==> src/rtl/hazard_ctrl.sv <==
// hazard_ctrl: D-stage stall and forwarding-select generation for the
// five-stage MIPS core. Tracks destination/Tnew of instructions in E, M, W.
// Optional stall-cycle counter: define HAZARD_PERF_EN to build it.
module hazard_ctrl (
   input  logic        clk,
   input  logic        reset,
   input  logic [4:0]  d_rs,
   input  logic [4:0]  d_rt,
   input  logic [4:0]  d_a3,
   input  logic        d_calc_r,
   input  logic        d_calc_i,
   input  logic        d_load,
   input  logic        d_store,
   input  logic        d_branch,
   input  logic        d_jal,
   input  logic        d_jr,
   output logic        stall,
   output logic [1:0]  fwd_d_rs,
   output logic [1:0]  fwd_d_rt,
   output logic [1:0]  fwd_e_rs,
   output logic [1:0]  fwd_e_rt,
   output logic        fwd_m_rt,
   output logic [31:0] stall_cnt
);

   typedef struct packed {
      logic [4:0] a3;
      logic [1:0] tnew;
      logic [4:0] rs;
      logic [4:0] rt;
   } rec_t;

   // E keeps the full record; M and W only keep the fields anything reads
   // afterwards (M.rs and all of W except a3 have no consumer).
   rec_t       e_q, e_d;
   logic [4:0] m_a3_q, m_a3_d, m_rt_q, m_rt_d, w_a3_q, w_a3_d;
   logic [1:0] m_tnew_q, m_tnew_d;

   logic       writes, use_rs, use_rt, hz_rs, hz_rt;
   logic [1:0] tnew_d, tuse_rs, tuse_rt;

   function automatic logic [1:0] dec_sat(input logic [1:0] t);
      return (t == 2'd0) ? 2'd0 : t - 2'd1;
   endfunction

   // D-stage select: nearest ready producer wins; W is always ready
   function automatic logic [1:0] sel_d(input logic [4:0] r,
                                        input logic [4:0] ea3, input logic [1:0] et,
                                        input logic [4:0] ma3, input logic [1:0] mt,
                                        input logic [4:0] wa3);
      if (r == 5'd0)                    return 2'b00;
      if (ea3 == r && et == 2'd0)       return 2'b01;
      if (ma3 == r && mt == 2'd0)       return 2'b10;
      if (wa3 == r)                     return 2'b11;
      return 2'b00;
   endfunction

   // E-stage select: M when its result is ready, else W
   function automatic logic [1:0] sel_e(input logic [4:0] r,
                                        input logic [4:0] ma3, input logic [1:0] mt,
                                        input logic [4:0] wa3);
      if (r == 5'd0)                    return 2'b00;
      if (ma3 == r && mt == 2'd0)       return 2'b01;
      if (wa3 == r)                     return 2'b10;
      return 2'b00;
   endfunction

   // decode what the D instruction produces (Tnew) and when it needs operands (Tuse)
   always_comb begin
      writes  = d_calc_r | d_calc_i | d_load | d_jal;
      tnew_d  = 2'd0;
      if (d_calc_r | d_calc_i) tnew_d = 2'd1;
      if (d_load)              tnew_d = 2'd2;
      use_rs  = d_branch | d_jr | d_calc_r | d_calc_i | d_load | d_store;
      tuse_rs = (d_branch | d_jr) ? 2'd0 : 2'd1;
      use_rt  = d_branch | d_calc_r | d_store;
      tuse_rt = d_branch ? 2'd0 : (d_store ? 2'd2 : 2'd1);
   end

   // stall when a used source is produced later than it is needed
   always_comb begin
      hz_rs = use_rs && (d_rs != 5'd0) &&
              ((e_q.a3 == d_rs && e_q.tnew > tuse_rs) ||
               (m_a3_q == d_rs && m_tnew_q > tuse_rs));
      hz_rt = use_rt && (d_rt != 5'd0) &&
              ((e_q.a3 == d_rt && e_q.tnew > tuse_rt) ||
               (m_a3_q == d_rt && m_tnew_q > tuse_rt));
      stall = hz_rs | hz_rt;
   end

   // forwarding-mux selects for D compare, ALU operands and DM write data
   always_comb begin
      fwd_d_rs = sel_d(d_rs, e_q.a3, e_q.tnew, m_a3_q, m_tnew_q, w_a3_q);
      fwd_d_rt = sel_d(d_rt, e_q.a3, e_q.tnew, m_a3_q, m_tnew_q, w_a3_q);
      fwd_e_rs = sel_e(e_q.rs, m_a3_q, m_tnew_q, w_a3_q);
      fwd_e_rt = sel_e(e_q.rt, m_a3_q, m_tnew_q, w_a3_q);
      fwd_m_rt = (m_rt_q != 5'd0) && (w_a3_q == m_rt_q);
   end

   // next records: bubble into E on stall, M/W always advance with Tnew aging
   always_comb begin
      e_d = '0;
      if (!stall) begin
         e_d.a3   = writes ? d_a3 : 5'd0;
         e_d.tnew = tnew_d;
         e_d.rs   = d_rs;
         e_d.rt   = d_rt;
      end
      m_a3_d   = e_q.a3;
      m_tnew_d = dec_sat(e_q.tnew);
      m_rt_d   = e_q.rt;
      w_a3_d   = m_a3_q;
   end

   // shadow record registers
   always_ff @(posedge clk or posedge reset) begin
      if (reset) begin
         e_q      <= '0;
         m_a3_q   <= 5'd0;
         m_tnew_q <= 2'd0;
         m_rt_q   <= 5'd0;
         w_a3_q   <= 5'd0;
      end else begin
         e_q      <= e_d;
         m_a3_q   <= m_a3_d;
         m_tnew_q <= m_tnew_d;
         m_rt_q   <= m_rt_d;
         w_a3_q   <= w_a3_d;
      end
   end

`ifdef HAZARD_PERF_EN
   logic [31:0] stall_cnt_q, stall_cnt_d;

   // saturating count of stalled cycles
   always_comb begin
      stall_cnt_d = stall_cnt_q;
      if (stall && stall_cnt_q != 32'hFFFF_FFFF) stall_cnt_d = stall_cnt_q + 32'd1;
   end

   // stall counter register
   always_ff @(posedge clk or posedge reset) begin
      if (reset) stall_cnt_q <= 32'd0;
      else       stall_cnt_q <= stall_cnt_d;
   end

   assign stall_cnt = stall_cnt_q;
`else
   assign stall_cnt = 32'h0;
`endif

endmodule

==> config.mk <==
export PLATFORM = sky130hd
export DESIGN_NAME = hazard_ctrl
export DESIGN_NICKNAME = d
export VERILOG_FILES = /design/src/rtl/hazard_ctrl.sv
export SDC_FILE = /design/constraint.sdc
export NUM_CORES = 1
export LEC_CHECK = 0
export ABC_AREA = 1
export BUFFER_PORTS_ARGS = -buffer_cell sky130_fd_sc_hd__buf_2
export CAP_MARGIN = 20
export CELL_PAD_IN_SITES_DETAIL_PLACEMENT = 1
export CELL_PAD_IN_SITES_GLOBAL_PLACEMENT = 1
export CORE_MARGIN = 2
export CORE_UTILIZATION = 30
export DETAILED_ROUTE_END_ITERATION = 10
export PLACE_DENSITY = 0.74
export SYNTH_ARGS = -nofsm -noshare
export SYNTH_HDL_FRONTEND = slang
export SYNTH_SLANG_ARGS = --single-unit
==> constraint.sdc <==
create_clock -name clk -period 1.45 [get_ports clk]
set_input_delay 0.0725 -clock clk [delete_from_list [all_inputs] [get_ports clk]]
set_output_delay 0.0725 -clock clk [all_outputs]
set_load 0.01 [all_outputs]
==> impl_metrics.ini, run 1 <==
[floorplanning]
floorplan.rows = 32
die_width_microns = 93.7
core_area_sq_mm = 0.00777
floorplan.initialDensity_pct = 31.1
floorplan.io_pins = 66
die-height_microns = 93.7
die-area_sq_mm = 0.00878

[pwr]
power.leakage_nw = 1.66
power.ir.vdd_worst_v = 0.000390
cellPowerDensity_mw_per_mm2 = 934

[outcome]
run_status = finished, violations left
violations = setup timing

[grt]
grt_use_total_pct = 16.3
largest_net_degree_at_the_start_of_global_routing = 35
grt.overflow.total = 0
first_global_vias = 2299
grt_antenna_before_repair = 0
grt_first_pass_wirelength_microns = 11000

[clocking]
cts_tree = done
cts.reportedPaths.clkPinSlew_ps = 70
cts_inserted_buffers = 5
clkLatencyLatePin_ps = 280
cts_num_sinks = 34
clk_root_buffer_cell = sky130_fd_sc_hd__clkbuf_8
ctsHtreeMaxLevel = 2
clk_path_buf_depth = 2

[detailed_routing]
detail_route.first_pass.iterations = 4
drcViolationCount = 0
detailroute.via_count = 2227
drt_wl_total_microns = 7070
drt-wirelength-per-cell_microns = 14.3
antenna_violating_nets_left = 0
viasPerCell = 4.50
first_iter_violations = 41

[worst_setup_path]
reg2reg_setup_slack_ps = -230
critPathLaunchType = flip-flop
worstPathMaxFanout = 4
worstPathRequired_ps = 1380
critical_path_class = flip-flop to output pin
critical_path.reg2reg.startpoint = e_q[10]
worstSetupEndpointType = output pin
critPathArrivalTime_ps = 1710
r2r-end = e_q[9]
ff2ff_path_depth = 11

[final_layout]
final_common_cell = sky130_fd_sc_hd__nand2_1
drive_gt1_share_pct = 37.4
syn2layout_area_growth_pct = 33.1
fin_nets = 420
layout.cells.most_common_list = sky130_fd_sc_hd__nand2_1 (60), sky130_fd_sc_hd__inv_1 (40), sky130_fd_sc_hd__conb_1 (32), sky130_fd_sc_hd__buf_2 (32), sky130_fd_sc_hd__dfrtp_1 (29)
antenna_cells = 0
fin_util_pct = 41.4

[hold_path]
whs_endpoint = m_a3_d[1]
min_from = d_a3[1]
min_delay_path_depth = 3
hp-class = input pin to flip-flop

[timing]
maxSlewViolCount = 0
final_min_period_over_clock_period_pct = 123
fin_ws_ps = -334
count_of_endpoints_failing_hold_in_the_final_timing_report = 0
fmax_ghz = 0.561
totalNegativeSetupSlack_ps = -5430
setup_violations = 27
worst_hold_slack_ps = 10.5
finalClockSkew_ps = 4.37
setup_repair_after_global_routing_missed_its_margin = true
post-route-min-period_ps = 1780

[synthesis]
async_reset_ff_share_pct = 100
synth-seq-cells = 34
synth-main-ff-cell = sky130_fd_sc_hd__dfrtp_1
synthesis.area_per_instance_sq_um = 7.36
synth.distinct_cells = 31
synth_seq_area_share_pct = 35.3
synth-edff-count = 0
mappedNetlistArea_sq_mm = 0.00241
syn-instance-count = 328
yosys_warnings = 0

[placed_design]
dp.final_hpwl_microns = 5220
gp_congestion = 0.876
portBuffers = 33

[flow_run]
drv.max_cap_violation_count = 0
## metrics by stage
step	power, mW	setup WS (ps)	instance area [sq um]	instances
global placement	1.97	-53.0	2740	479
finish	3.00	-334	3210	495
detailed placement	2.01	-76.9	2740	479
floorplan	1.74	-20.2	2540	359
global route	3.17	-437	3210	495
CTS	2.88	-282	3020	493
## metal layers
layer	wire [microns]	GRT usage, %
met5	0	0
met4	119	5.31
met3	233	2.81
met2	3890	30.7
met1	2830	18.5
## cell type report
type | instances | area [sq um]
inverters | 50 | 190
repair buffers | 65 | 497
clock inverters | 1 | 5.00
clock buffers | 7 | 86.3
flip-flops and latches | 34 | 857
multi-input cells | 236 | 1450
fillers | 981 | 4550
well taps | 102 | 128
## cell families (layout without fill, tap and decap cells)
| family | after synthesis | count (layout) | synth area share, % |
|---|---|---|---|
| AOI/OAI and AO/OA | 22 | 22 | 5.44 |
| DFF | 34 | 34 | 35.3 |
| xor gates and xnor gates | 27 | 27 | 9.80 |
| buffers and inverters | 89 | 123 | 19.4 |
| other | 1 | 32 | 0.155 |
| adders and majority gates | 4 | 4 | 2.07 |
| and+or+nand+nor | 151 | 151 | 27.8 |
## critical path, stage by stage, from the launching register on
cell                      delay (ps)
sky130_fd_sc_hd__dfrtp_2         450
sky130_fd_sc_hd__buf_6           130
sky130_fd_sc_hd__nand2_2          50
sky130_fd_sc_hd__nand2_2          60
sky130_fd_sc_hd__nor2_4          130
sky130_fd_sc_hd__nand3_2          90
sky130_fd_sc_hd__nor2_1          110
sky130_fd_sc_hd__nor2_1           60
sky130_fd_sc_hd__nor3_1          170
sky130_fd_sc_hd__buf_2           170
## sequential cells by signal, indices dropped and copies added, names as in the netlist
register	flops
e_q	7
m_rt_q	5
m_tnew_q	2
m_a3_q	5
m_rt_d	5
m_a3_d	5
w_a3_q	5
## cell usage after synthesis, drive strengths merged, types with 5 or more instances
cell | n | area share, %
nand2 | 70 | 11
a21oi | 6 | 1.2
xor2 | 11 | 4.0
inv | 50 | 7.8
buf | 35 | 11
xnor2 | 16 | 5.8
nand3 | 9 | 1.9
nor2 | 49 | 8.8
nor3 | 5 | 1.2
dfrtp | 34 | 35
o21ai | 7 | 1.5
nand4 | 13 | 3.4
## worst max path at each step
stage | from | endpoint | slack (ps) | cells after the start
5_1_grt | m_a3_q[0] | fwd_d_rs[1] | -440 | 8
4_1_cts | m_a3_q[2] | fwd_d_rt[1] | -280 | 9
3_3_place_gp | d_branch | e_q[8] | -50 | 11
2_1_floorplan | e_q[10] | m_rt_d[2] | -20 | 10
3_5_place_dp | m_a3_q[2] | m_a3_d[4] | -80 | 10
6_report | m_a3_q[2] | fwd_d_rs[1] | -330 | 9
## timing repair
| action | CTS | global route |
|---|---|---|
| hold buffers | 1 | 0 |
| buffers inserted | 5 | 1 |
| setup endpoints to repair | 27 | 27 |
| cloned | 0 | 1 |
| hold endpoints to repair | 34 | 0 |
| pin swaps | 14 | 20 |
| resized for setup | 43 | 38 |
## power by group
group,internal [mW],total [mW],leakage [nW],switching [mW]
Combinational,0.494,1.07,1.21,0.581
Clock,0.383,0.740,0.0482,0.357
Sequential,1.05,1.19,0.402,0.134
Total,1.93,3.00,1.66,1.07
(Power assumes the default switching activity.)
==> run 2: changes to the inputs <==
--- a/config.mk
+++ b/config.mk
@@ -11,9 +11,9 @@
 export CELL_PAD_IN_SITES_DETAIL_PLACEMENT = 1
 export CELL_PAD_IN_SITES_GLOBAL_PLACEMENT = 1
 export CORE_MARGIN = 2
-export CORE_UTILIZATION = 30
+export CORE_UTILIZATION = 34
 export DETAILED_ROUTE_END_ITERATION = 10
-export PLACE_DENSITY = 0.74
+export PLACE_DENSITY = 0.82
 export SYNTH_ARGS = -nofsm -noshare
 export SYNTH_HDL_FRONTEND = slang
 export SYNTH_SLANG_ARGS = --single-unit
==> run 2 against run 1 <==
Effect of this change:
- sequential cell count unchanged
- cell count down 0.61%
- first-iteration DRC count up 120%
- critical path type unchanged
- highest routed layer unchanged
- the flow finishes with violations (hold timing, setup timing)
==> impl_metrics.ini, run 2 (synthesis gave the netlist of run 1 again) <==
[detailed_routing]
antenna_violating_nets_left = 0
first_iter_violations = 90
drt_wl_total_microns = 7610
viasPerCell = 4.66
drt-wirelength-per-cell_microns = 15.5
detailroute.via_count = 2295
drcViolationCount = 0
detail_route.first_pass.iterations = 4

[clocking]
ctsHtreeMaxLevel = 2
clkLatencyLatePin_ps = 300
cts.reportedPaths.clkPinSlew_ps = 80
cts_tree = done
cts_inserted_buffers = 5
clk_path_buf_depth = 2
cts_num_sinks = 34
clk_root_buffer_cell = sky130_fd_sc_hd__clkbuf_8

[floorplanning]
floorplan.rows = 30
floorplan.initialDensity_pct = 35.3
core_area_sq_mm = 0.00683
die_width_microns = 88.3
die-area_sq_mm = 0.00779
floorplan.io_pins = 66
die-height_microns = 88.3

[timing]
maxSlewViolCount = 0
post-route-min-period_ps = 1800
final_min_period_over_clock_period_pct = 124
totalNegativeSetupSlack_ps = -5850
setup_repair_after_global_routing_missed_its_margin = true
finalClockSkew_ps = 10.1
fmax_ghz = 0.555
worst_hold_slack_ps = -0.943
count_of_endpoints_failing_hold_in_the_final_timing_report = 1
setup_violations = 27
fin_ws_ps = -352

[final_layout]
final_common_cell = sky130_fd_sc_hd__nand2_1
fillerInstances = 872
syn2layout_area_growth_pct = 35.9
fin_nets = 423
final_cell_area_sq_mm = 0.00328
antenna_cells = 0
multi_input_area_sq_mm = 0.00149
largest_register_ffs = 7
regMostFlops = e_q
layout.cells.most_common_list = sky130_fd_sc_hd__nand2_1 (57), sky130_fd_sc_hd__inv_1 (41), sky130_fd_sc_hd__conb_1 (32), sky130_fd_sc_hd__buf_2 (32), sky130_fd_sc_hd__dfrtp_1 (29)
drive_gt1_share_pct = 39.9
register_area_sq_um = 857

[pwr]
sw_frac_of_total_pct = 35.8
part_of_the_power_in_registers_pct = 36.4
combPwrFrac_pct = 35.1
share_of_power_burned_in_the_clock_network_pct = 28.5
power.leakage_nw = 1.68
p_switching_mw = 1.15
internal-power_mw = 2.06
power.ir.vdd_worst_v = 0.000479
cellPowerDensity_mw_per_mm2 = 980
total_power_draw_mw = 3.22

[worst_setup_path]
critPathLaunchType = flip-flop
critPathArrivalTime_ps = 1730
worstPathRequired_ps = 1380
worstSetupEndpointType = output pin
critical_path_class = flip-flop to output pin
worstPathMaxFanout = 3

[grt]
grt_antenna_before_repair = 0
grt_use_total_pct = 19.9
grt.overflow.total = 0
grt_first_pass_wirelength_microns = 11600
largest_net_degree_at_the_start_of_global_routing = 35
first_global_vias = 2372

[outcome]
violations = hold timing, setup timing
run_status = finished, violations left

[placed_design]
pre_cts_slack_ps = -147
portBuffers = 33
dp.final_hpwl_microns = 5470
gp_congestion = 0.872
post_dp_cell_area_sq_mm = 0.00272

[flow_run]
drv.max_cap_violation_count = 0

[hold_path]
hp-class = input pin to flip-flop
[run 2: metal layers]
metal | wire length, microns | track usage, % | vias to the layer above
met5 | 0 | 0 | -
met1 | 2930 | 22.2 | 1122
met2 | 4180 | 37.6 | 72
met4 | 219 | 7.99 | 0
met3 | 286 | 3.17 | 21
li1 | - | - | 1080
[run 2: stage by stage]
| step | utilization, % | instances |
|---|---|---|
| global placement | 39.8 | 471 |
| floorplan | - | 359 |
| finish | 48.0 | 492 |
| CTS | 45.4 | 487 |
| detailed placement | 39.8 | 471 |
| global route | 48.0 | 492 |
[run 2: what timing repair did]
action	CTS	global route
cloned	1	0
hold buffers	1	0
gates resized for setup	55	38
setup endpoints to repair	27	27
endpoints found under the hold margin	34	0
buffers inserted	7	6
pin swaps	20	29
[run 2: final cells by class]
cell class,instances,share of cell area (%)
clock buffers,5,2.10
clock inverters,3,1.37
well taps,96,3.66
inverters,50,5.72
repair buffers,68,15.5
flip-flops and latches,34,26.1
multi-input cells,236,45.5
[run 2: worst paths after layout]
kind	from	end	slack [ps]	cells past startpoint
worst min-delay path	d_a3[0]	m_a3_d[0]	-0.9	3
worst max register to register	m_tnew_q[1]	m_rt_d[3]	-230	10
worst min register to register	m_a3_d[2]	m_a3_q[2]	430	0
min in group asynchronous	reset	m_a3_q[3]	410	4
max in group asynchronous	reset	m_a3_q[0]	670	4
worst max-delay path	m_a3_d[1]	fwd_d_rs[0]	-350	7
[run 2: worst max-delay path, stage by stage, from the launching register on]
cell                      delay [ps]
sky130_fd_sc_hd__dfrtp_1         440
sky130_fd_sc_hd__xor2_1          180
sky130_fd_sc_hd__nor2_2          160
sky130_fd_sc_hd__nand3_1         100
sky130_fd_sc_hd__nor2_2          130
sky130_fd_sc_hd__a21oi_1          60
sky130_fd_sc_hd__nor2_1          200
sky130_fd_sc_hd__buf_2           170
[run 2: power by group through the flow]
stage                     sequential (mW)  clock (mW)  combinational (mW)
final                                1.17       0.916                1.13
after global routing                 1.19       0.955                1.23
after CTS                            1.16       0.911               0.999
after detailed placement             1.17           0               0.831
after global placement               1.16           0               0.787
after floorplan                      1.14           0               0.608
==> run 3: changes to the inputs <==
==> config.mk (replaced) <==
export PLATFORM = sky130hd
export DESIGN_NAME = hazard_ctrl
export DESIGN_NICKNAME = d
export VERILOG_FILES = /design/src/rtl/hazard_ctrl.sv
export SDC_FILE = /design/constraint.sdc
export NUM_CORES = 1
export LEC_CHECK = 0
export BUFFER_PORTS_ARGS = -buffer_cell sky130_fd_sc_hd__buf_2
export CAP_MARGIN = 20
export CELL_PAD_IN_SITES_DETAIL_PLACEMENT = 1
export CELL_PAD_IN_SITES_GLOBAL_PLACEMENT = 1
export CORE_MARGIN = 2
export CORE_UTILIZATION = 35
export DETAILED_ROUTE_END_ITERATION = 10
export PLACE_DENSITY = 0.81
export SYNTH_ARGS = -nofsm -noshare
export SYNTH_HDL_FRONTEND = slang
export SYNTH_SLANG_ARGS = --single-unit
==> run 3 against run 2 <==
Effect of this change:
- the run ends with setup timing left
- sequential share of layout area is 0.49 points lower
- via count is 9.6% lower
- fmax is 15% lower
- highest routed layer unchanged
- critical path depth is 1 higher
- power is 6.5% lower
- count of clock-buffer cells in the layout stayed put
- combinational power is 9.7% lower
- worst hold slack better by 11 ps
- largest cell class unchanged
- critical endpoint is now e_q[8]
- core utilization is 4.3 points higher
==> impl_metrics.ini, run 3 <==
[final_layout]
antenna_cells = 0
regMostFlops = e_q
fin_nets = 377
fin_util_pct = 52.3
final-instance-count-excl-fill = 427
final_common_cell = sky130_fd_sc_hd__buf_4
syn2layout_area_growth_pct = 43.2
drive_gt1_share_pct = 48.9
largest_register_ffs = 7
layout.cells.most_common_list = sky130_fd_sc_hd__buf_4 (60), sky130_fd_sc_hd__buf_2 (33), sky130_fd_sc_hd__conb_1 (32)
final_cell_area_sq_mm = 0.00334

[worst_setup_path]
slowest_stage = sky130_fd_sc_hd__or4_4
reg2reg_setup_slack_ps = -670
cell_breakdown_of_the_critical_path = xor2_1, or3_1, or4_4, buf_4, buf_6, buf_4, nand3_2, nor2_2
timing.critical_path.mode_cell = sky130_fd_sc_hd__buf_4
critPathLaunchType = flip-flop
critical_path.reg2reg.startpoint = m_a3_d[3]
ff2ff_path_depth = 8
worstPathMaxFanout = 5
worstSetupEndpointType = flip-flop
critPathArrivalTime_ps = 2290
worstPathRequired_ps = 1620
r2r-end = e_q[8]
crit_path_max_incr_delay_ps = 520
critical_path_class = flip-flop to flip-flop

[pwr]
combPwrFrac_pct = 33.9
total_power_draw_mw = 3.01
power.leakage_nw = 1.61
p_switching_mw = 0.972
power.ir.vdd_worst_v = 0.000545
part_of_the_power_in_registers_pct = 37.6
cellPowerDensity_mw_per_mm2 = 901
share_of_power_burned_in_the_clock_network_pct = 28.6
internal-power_mw = 2.03
sw_frac_of_total_pct = 32.3

[grt]
grt.overflow.total = 0
grt_use_total_pct = 21.4
grt_first_pass_wirelength_microns = 11800
grt_antenna_before_repair = 0
first_global_vias = 2254
largest_net_degree_at_the_start_of_global_routing = 35

[detailed_routing]
detailroute.via_count = 2074
drcViolationCount = 0
antenna_violating_nets_left = 0
drt_wl_total_microns = 7610
first_iter_violations = 98
viasPerCell = 4.86
detail_route.first_pass.iterations = 6
drt-wirelength-per-cell_microns = 17.8

[clocking]
cts_num_sinks = 34
cts.reportedPaths.clkPinSlew_ps = 80
cts_inserted_buffers = 5
cts_tree = done
clk_root_buffer_cell = sky130_fd_sc_hd__clkbuf_8
clk_path_buf_depth = 2
ctsHtreeMaxLevel = 2
clkLatencyLatePin_ps = 290

[hold_path]
min_delay_path_depth = 3
hp-class = input pin to flip-flop
whs_endpoint = m_a3_d[2]
min_from = d_a3[2]

[timing]
fin_ws_ps = -672
post-route-min-period_ps = 2120
finalClockSkew_ps = 13.8
final_min_period_over_clock_period_pct = 146
worst_hold_slack_ps = 9.95
setup_violations = 27
count_of_endpoints_failing_hold_in_the_final_timing_report = 0
fmax_ghz = 0.471
setup_repair_after_global_routing_missed_its_margin = true
totalNegativeSetupSlack_ps = -14540
maxSlewViolCount = 0

[outcome]
run_status = finished, violations left
violations = setup timing

[flow_run]
drv.max_cap_violation_count = 0

[floorplanning]
die-height_microns = 85.6
floorplan.io_pins = 66
die_width_microns = 85.6
floorplan.rows = 29
floorplan.initialDensity_pct = 36.5
core_area_sq_mm = 0.00639
die-area_sq_mm = 0.00733

[placed_design]
gp_congestion = 0.814
portBuffers = 33
pre_cts_slack_ps = -416
post_dp_cell_area_sq_mm = 0.00290
dp.final_hpwl_microns = 5380
placed_cells_incl_taps = 408

[synthesis]
synthesis.area_per_instance_sq_um = 9.44
synth.largest_area_cell = sky130_fd_sc_hd__dfrtp_1
mappedNetlistArea_sq_mm = 0.00233
synth_seq_area_share_pct = 36.5
post-synth-top-count-cell = sky130_fd_sc_hd__dfrtp_1
synth-main-ff-cell = sky130_fd_sc_hd__dfrtp_1
async_reset_ff_share_pct = 100
synth_commonest_cells = sky130_fd_sc_hd__dfrtp_1 (34), sky130_fd_sc_hd__buf_4 (32), sky130_fd_sc_hd__xor2_1 (29), sky130_fd_sc_hd__xnor2_1 (25), sky130_fd_sc_hd__nand3_1 (17)
synth-edff-count = 0
synth-seq-cells = 34
post-synth-top-area-fraction_pct = 36.5
synth.distinct_cells = 41
netlist_top_cells_area = sky130_fd_sc_hd__dfrtp_1 (37%), sky130_fd_sc_hd__xor2_1 (11%), sky130_fd_sc_hd__buf_4 (10%)
yosys_warnings = 0
syn-instance-count = 247
[run 3: changes by cell type after synthesis, sizes merged, moves of 3 or more]
cell,before,now
nor3,5,15
nand2b,0,3
o22ai,3,0
nor4,1,7
or4,0,6
xor2,11,29
inv,50,5
o21ai,7,1
nor2,49,23
nand3,9,17
nand4,13,1
xnor2,16,25
nand2,70,11
[run 3: kinds of logic (layout without fill, tap and decap cells)]
family | Yosys count | after routing | synth area share, %
AOI/OAI and AO/OA | 13 | 13 | 3.65
xor gates and xnor gates | 54 | 54 | 20.3
adders and majority gates | 4 | 4 | 2.15
buffers and inverters | 48 | 120 | 13.8
DFF | 34 | 34 | 36.5
other | 1 | 32 | 0.161
and+or+nand+nor | 93 | 93 | 23.5
[run 3: area by class of cell]
cell class	instances	area (sq um)
well taps	77	96.3
clock buffers	5	68.8
clock inverters	3	40.0
repair buffers	107	781
multi-input cells	196	1480
fillers	746	3050
flip-flops and latches	34	856
inverters	5	18.8
[run 3: worst max path at each step]
stage | cells past startpoint | slack (ps) | end | start
final | 8 | -670 | e_q[8] | m_a3_d[3]
after global routing | 6 | -750 | stall | m_a3_d[3]
after CTS | 6 | -630 | stall | m_a3_d[3]
after detailed placement | 9 | -420 | m_rt_d[2] | d_branch
after global placement | 9 | -350 | m_rt_d[3] | d_branch
after floorplan | 7 | -280 | e_q[11] | e_q[11]
[run 3: power groups by stage]
| stage | Sequential (mW) | Clock (mW) | Combinational [mW] |
|---|---|---|---|
| 2_1_floorplan | 1.13 | 0 | 0.531 |
| 3_3_place_gp | 1.13 | 0 | 0.798 |
| 3_5_place_dp | 1.14 | 0 | 0.847 |
| 4_1_cts | 1.13 | 0.864 | 0.942 |
| 5_1_grt | 1.14 | 0.918 | 1.10 |
| 6_report | 1.13 | 0.860 | 1.02 |
[run 3: worst max-delay path: cells and delay by family, from the launching register on]
kind / cells / cell delay, ps
buffers and inverters: 3 / 430
xor gates and xnor gates: 1 / 160
and+or+nand+nor: 4 / 1010
DFF: 1 / 390
[run 3: what timing repair did]
action,CTS,global route
gates resized for setup,33,18
setup buffers,10,4
setup endpoints to repair,27,27
pin swaps,23,7
hold buffers,1,0
endpoints found under the hold margin,34,0
[run 3: per-layer routing]
layer	up-vias	part of all wire, %	global-route usage, %
li1	958	-	-
met1	1024	38	24.1
met2	70	55	40.7
met3	22	4.1	4.33
met4	0	2.6	5.92
met5	-	0	0
